$ cat src/rtl/pipeline_pkg.sv
// rtl/pipeline_pkg.sv - shared hazard-controller state type and parameter defaults
package pipeline_pkg;
  localparam int REG_AW_DEF     = 3;
  localparam int WAIT_LIMIT_DEF = 255;

  typedef enum logic {
    RUN      = 1'b0,
    MEM_WAIT = 1'b1
  } hazState_t;
endpackage

$ cat src/rtl/sat_counter16.sv
// rtl/sat_counter16.sv - 16-bit enabled counter that holds at all-ones
module sat_counter16 (
  input  logic        clk,
  input  logic        reset,
  input  logic        en,
  output logic [15:0] count
);
  always_ff @(posedge clk or negedge reset) begin
    if (!reset) begin
      count <= '0;
    end else if (en && (count != 16'hFFFF)) begin
      count <= count + 16'd1;
    end
  end
endmodule

$ cat src/rtl/pipeline_hazard_ctrl.sv
// rtl/pipeline_hazard_ctrl.sv - stall/flush control for load-use, taken branch and slow data memory
module pipeline_hazard_ctrl
  import pipeline_pkg::*;
#(
  parameter int REG_AW     = REG_AW_DEF,
  parameter int WAIT_LIMIT = WAIT_LIMIT_DEF
) (
  input  logic              clk,
  input  logic              reset,
  input  logic              MemToRegE,
  input  logic [REG_AW-1:0] WriteRegE,
  input  logic [REG_AW-1:0] RsD,
  input  logic [REG_AW-1:0] RtD,
  input  logic              BranchTakenE,
  input  logic              MemAccessM,
  input  logic              MemReadyM,
  output logic              StallF,
  output logic              StallD,
  output logic              StallE,
  output logic              StallM,
  output logic              FlushD,
  output logic              FlushE,
  output logic              FlushW,
  output logic              mem_timeout,
  output logic [15:0]       stall_count
);
  localparam logic [7:0] LIMIT = 8'(WAIT_LIMIT);

  hazState_t  state;
  logic [7:0] waitCnt;
  logic       loadUse;
  logic       memStall;
  logic       branchFlush;
  logic       luStall;

  assign loadUse = MemToRegE && (WriteRegE != '0) &&
                   ((WriteRegE == RsD) || (WriteRegE == RtD));

  // Gating by reset keeps every control output quiet while reset is held.
  always_comb begin
    memStall    = 1'b0;
    branchFlush = 1'b0;
    luStall     = 1'b0;
    if (reset) begin
      if (state == MEM_WAIT) begin
        memStall = !MemReadyM;
      end else begin
        memStall    = MemAccessM && !MemReadyM;
        branchFlush = !memStall && BranchTakenE;
        luStall     = !memStall && !BranchTakenE && loadUse;
      end
    end
  end

  always_comb begin
    StallF = memStall || luStall;
    StallD = memStall || luStall;
    StallE = memStall;
    StallM = memStall;
    FlushD = branchFlush;
    FlushE = branchFlush || luStall;
    FlushW = memStall;
  end

  always_ff @(posedge clk or negedge reset) begin
    if (!reset) begin
      state       <= RUN;
      waitCnt     <= '0;
      mem_timeout <= 1'b0;
    end else begin
      case (state)
        RUN: begin
          if (MemAccessM && !MemReadyM) begin
            state   <= MEM_WAIT;
            waitCnt <= '0;
          end
        end
        MEM_WAIT: begin
          if (waitCnt == LIMIT) begin
            mem_timeout <= 1'b1;
          end
          // The counter holds at all-ones so it can never wrap back under the limit.
          if (MemReadyM) begin
            state <= RUN;
          end else if (waitCnt != 8'hFF) begin
            waitCnt <= waitCnt + 8'd1;
          end
        end
        default: state <= RUN;
      endcase
    end
  end

  sat_counter16 u_stallCount (
    .clk   (clk),
    .reset (reset),
    .en    (StallF),
    .count (stall_count)
  );
endmodule

$ cat config.mk
export PLATFORM = sky130hd
export DESIGN_NAME = pipeline_hazard_ctrl
export DESIGN_NICKNAME = d
export VERILOG_FILES = /design/src/rtl/pipeline_pkg.sv /design/src/rtl/sat_counter16.sv /design/src/rtl/pipeline_hazard_ctrl.sv
export SDC_FILE = /design/constraint.sdc
export NUM_CORES = 1
export LEC_CHECK = 0
export BUFFER_PORTS_ARGS = -buffer_cell sky130_fd_sc_hd__buf_2
export CAP_MARGIN = 0
export CORE_ASPECT_RATIO = 0.9
export CORE_MARGIN = 1
export CORE_UTILIZATION = 52
export CTS_CLUSTER_DIAMETER = 100
export DETAILED_ROUTE_END_ITERATION = 10
export GPL_TIMING_DRIVEN = 0
export PLACE_DENSITY = 0.8
export SLEW_MARGIN = 5
export SYNTH_ARGS = -nofsm -noshare
export SYNTH_HDL_FRONTEND = slang
export SYNTH_SLANG_ARGS = --single-unit
$ cat constraint.sdc
create_clock -name clk -period 2.3 [get_ports clk]
set_clock_uncertainty 0.15 [all_clocks]
set_input_delay 0.23 -clock clk [delete_from_list [all_inputs] [get_ports clk]]
set_output_delay 0.23 -clock clk [all_outputs]
set_load 0.1 [all_outputs]
==> summary.txt <==
Setup path
  • WP data arrival: 1.84 ns
  • CP endpoint kind: output port
  • Worst setup SP type: register
  • Crit path max fanout: 10
  • Worst EP required: 1.92 ns
  • Kind of critical path: reg -> out

STA
  • Final worst slack: 0.0796 ns
  • Period utilization: 0.965
  • Max_slew headroom: 0.622
  • Crit path time final: 2.22 ns
  • Hold_ws: 0.122 ns
  • RSZ-0062 raised after global routing: false
  • Max Clk Rate: between 0.4 and 0.5 GHz
  • Worst slew pin tran: 0.552 ns
  • Final setup viols: 0
  • Fin. max-slew vios: 0
  • Hold Fails Final Rpt: 0

Pwr
  • Clock power frac: 0.185
  • IR drop worst, VDD: 1.46 mV
  • Part of the power in registers: 0.371
  • Sw frac: 0.482
  • Power density over the cells: 855 nW/um^2
  • Comb power frac: 0.444
  • Net Sw Power: 0.818 mW
  • Internal power: between 0.8 and 0.9 mW
  • Leakage power figure: 0.952 nW

Global route
  • Total grt overflow: 0
  • Global Route Usage Sum: 0.233
  • First-pass GRT wire length: 5440 um
  • Initial antenna violation count: 0
  • Vias in the first global route: 1199
  • Largest net degree at the start of global routing: 27

Cells and area
  • Area Growth Syn to Fin: 30.3%
  • Diodes inserted: 0
  • Share of layout cells above drive strength 1: 0.417
  • Most frequent cells in the layout: buf_2, xor2_1, nand2_1, dfrtp_1, a211oi_1
  • Commonest non-fill, non-tap cell in the layout: buf_2
  • Nets@finish: 217

Die
  • Die height: around 53 um
  • Row count: 18
  • Core area: 2770 um^2
  • Die Wd: slightly below 60 um
  • Starting density of the core: 0.550
  • Die area: 3150 um^2
  • I/O pin total: 39

Yosys
  • Mapped Cells: 152
  • Syn_nets: 169
  • Netlist Area Pre-Place: 1520 um^2
  • Number of synthesized flops with an enable pin: 0
  • Flip-flop and latch count after synthesis: 26
  • Area leader, netlist: dfrtp_1
  • Post-synth top flop: dfrtp_1
  • Seq/Total Area, Yosys: 0.427
  • Async SR Flop Fraction: 1.00
  • Synth area leaders: dfrtp_1, xor2_1, a211oi_1
  • Avg Cell Area, Syn: 10.0 um^2
  • Synth unique cells: 40
  • Yosys warns: 0
  • Synth top area share: 0.427

Clock tree
  • CTS tree: yes
  • Insertion delay to the later sink of the worst-skew pair: 0.33 ns
  • Clk sinks: 26
  • Total CTS buffers: 3
  • CTS clk-pin slew, worst paths: 0.14 ns
  • CTS root buf: clkbuf_4
  • Clock tree buffer depth: 2
  • H-tree lvl count: 1

Detailed routing
  • Total routed wirelength: roughly 3300 um
  • Total iterations of the first detailed-routing run: 4
  • Drt wl/cell: 13.6 um
  • Residual DRC: 0
  • Routed Antenna Nets: 0
  • Vias/cell: between 5 and 6
  • Routed via count: 1301
  • Initial drt markers: 41

Min path
  • HP Class: in -> reg

Place
  • DP HPWL: 2430 um
  • IO Port Bufs: 38
  • Gpl congestion: 0.845
  • Worst slack, placed: -0.131 ns

Run
  • Max-Cap Viols: 0

Outcome
  • Status: complete, no violations
## state kept, by name (all words and copies together) (netlist names)
register,flops
u_stallCount.count,16
waitCnt,8
mem_timeout,1
state,1
## metal layers
metal | wire (um) | vias to the layer above | track usage
li1 | - | 642 | -
met1 | 1560 | 620 | 0.318
met2 | 1540 | 37 | 0.386
met3 | 137 | 2 | 0.0440
met4 | 13 | 0 | 0.0437
met5 | 0 | - | 0
## through the flow
stage | cell area, um^2 | power [mW] | utilization | cells | TNS (ns)
after global routing | 1980 | 1.78 | 0.716 | 239 | 0
after detailed placement | 1830 | 1.37 | 0.661 | 230 | -0.419
after floorplan | 1590 | 1.23 | - | 152 | 0
final | 1980 | 1.70 | 0.716 | 239 | 0
after global placement | 1830 | 1.35 | 0.661 | 230 | -0.289
after CTS | 1980 | 1.71 | 0.715 | 239 | 0
## logic make-up (layout without fill, tap and decap cells)
| family | count (synthesis) | in the layout | synth area share |
|---|---|---|---|
| AND/OR/NAND/NOR | 53 | 53 | 0.199 |
| buffers and inverters | 14 | 61 | 0.0493 |
| flip-flops | 26 | 26 | 0.427 |
| XOR/XNOR | 21 | 21 | 0.121 |
| AO/OA/AOI/OAI | 34 | 34 | 0.171 |
| multiplexers | 2 | 2 | 0.0164 |
| adder cells (fa/ha/maj) | 2 | 2 | 0.0164 |
## cell type report
class | count | area [um^2]
Timing Repair Buffer | 43 | 275
Tap cell | 40 | 50.0
Multi-Input combinational cell | 112 | 826
Inverter | 7 | 30.0
Clock buffer | 3 | 22.5
Fill cell | 210 | 786
Sequential cell | 26 | 679
Clock inverter | 1 | 30.0
Buffer | 7 | 71.3
## worst max-delay path, cell delays in order, from the launching register on
cell      delay (ns)
dfrtp_2         0.46
inv_2           0.10
and3_4          0.21
o211ai_4        0.13
buf_2           0.22
nand2_2         0.09
buf_4           0.11
buf_8           0.18
## final timing paths
| kind | from | end | slack [ns] | depth (start not counted) |
|---|---|---|---|---|
| worst min-delay path | MemReadyM | waitCnt[7] | 0.12 | 3 |
| min in group asynchronous | reset | waitCnt[2] | 0.32 | 3 |
| worst max register to register | u_stallCount.count[0] | u_stallCount.count[3] | 0.11 | 7 |
| worst max-delay path | state | StallF | 0.08 | 7 |
| max in group asynchronous | reset | u_stallCount.count[0] | 1.50 | 3 |
| worst min register to register | u_stallCount.count[11] | u_stallCount.count[11] | 0.34 | 1 |
## timing repair
action / in CTS / in global routing
hold endpoints to repair: 28 / 0
endpoints found under the setup margin: 5 / 2
hold buffers: 4 / 0
setup buffers: 1 / 0
resized for setup: 14 / 1
## power by group through the flow
| stage | logic, mW | clock network [mW] | registers (mW) |
|---|---|---|---|
| after floorplan | 0.206 | 0 | 1.03 |
| after detailed placement | 0.733 | 0 | 0.638 |
| after global placement | 0.719 | 0 | 0.632 |
| final | 0.754 | 0.314 | 0.629 |
| after CTS | 0.759 | 0.323 | 0.629 |
| after global routing | 0.798 | 0.338 | 0.640 |
## cells in the mapped netlist (2+ instances only)
| cell type | count |
|---|---|
| dfrtp_1 | 26 |
| xor2_1 | 21 |
| nor3_2 | 2 |
| buf_4 | 3 |
| o21ai_0 | 7 |
| nand2b_1 | 3 |
| nor2_1 | 8 |
| inv_1 | 7 |
| a2111oi_0 | 2 |
| buf_2 | 3 |
| nand2_1 | 15 |
| ha_1 | 2 |
| a21oi_1 | 3 |
| and2_1 | 3 |
| nand4_1 | 3 |
| and3_1 | 4 |
| nand3_1 | 8 |
| a211oi_1 | 10 |
No activity file was read; power rests on OpenSTA's default activity.
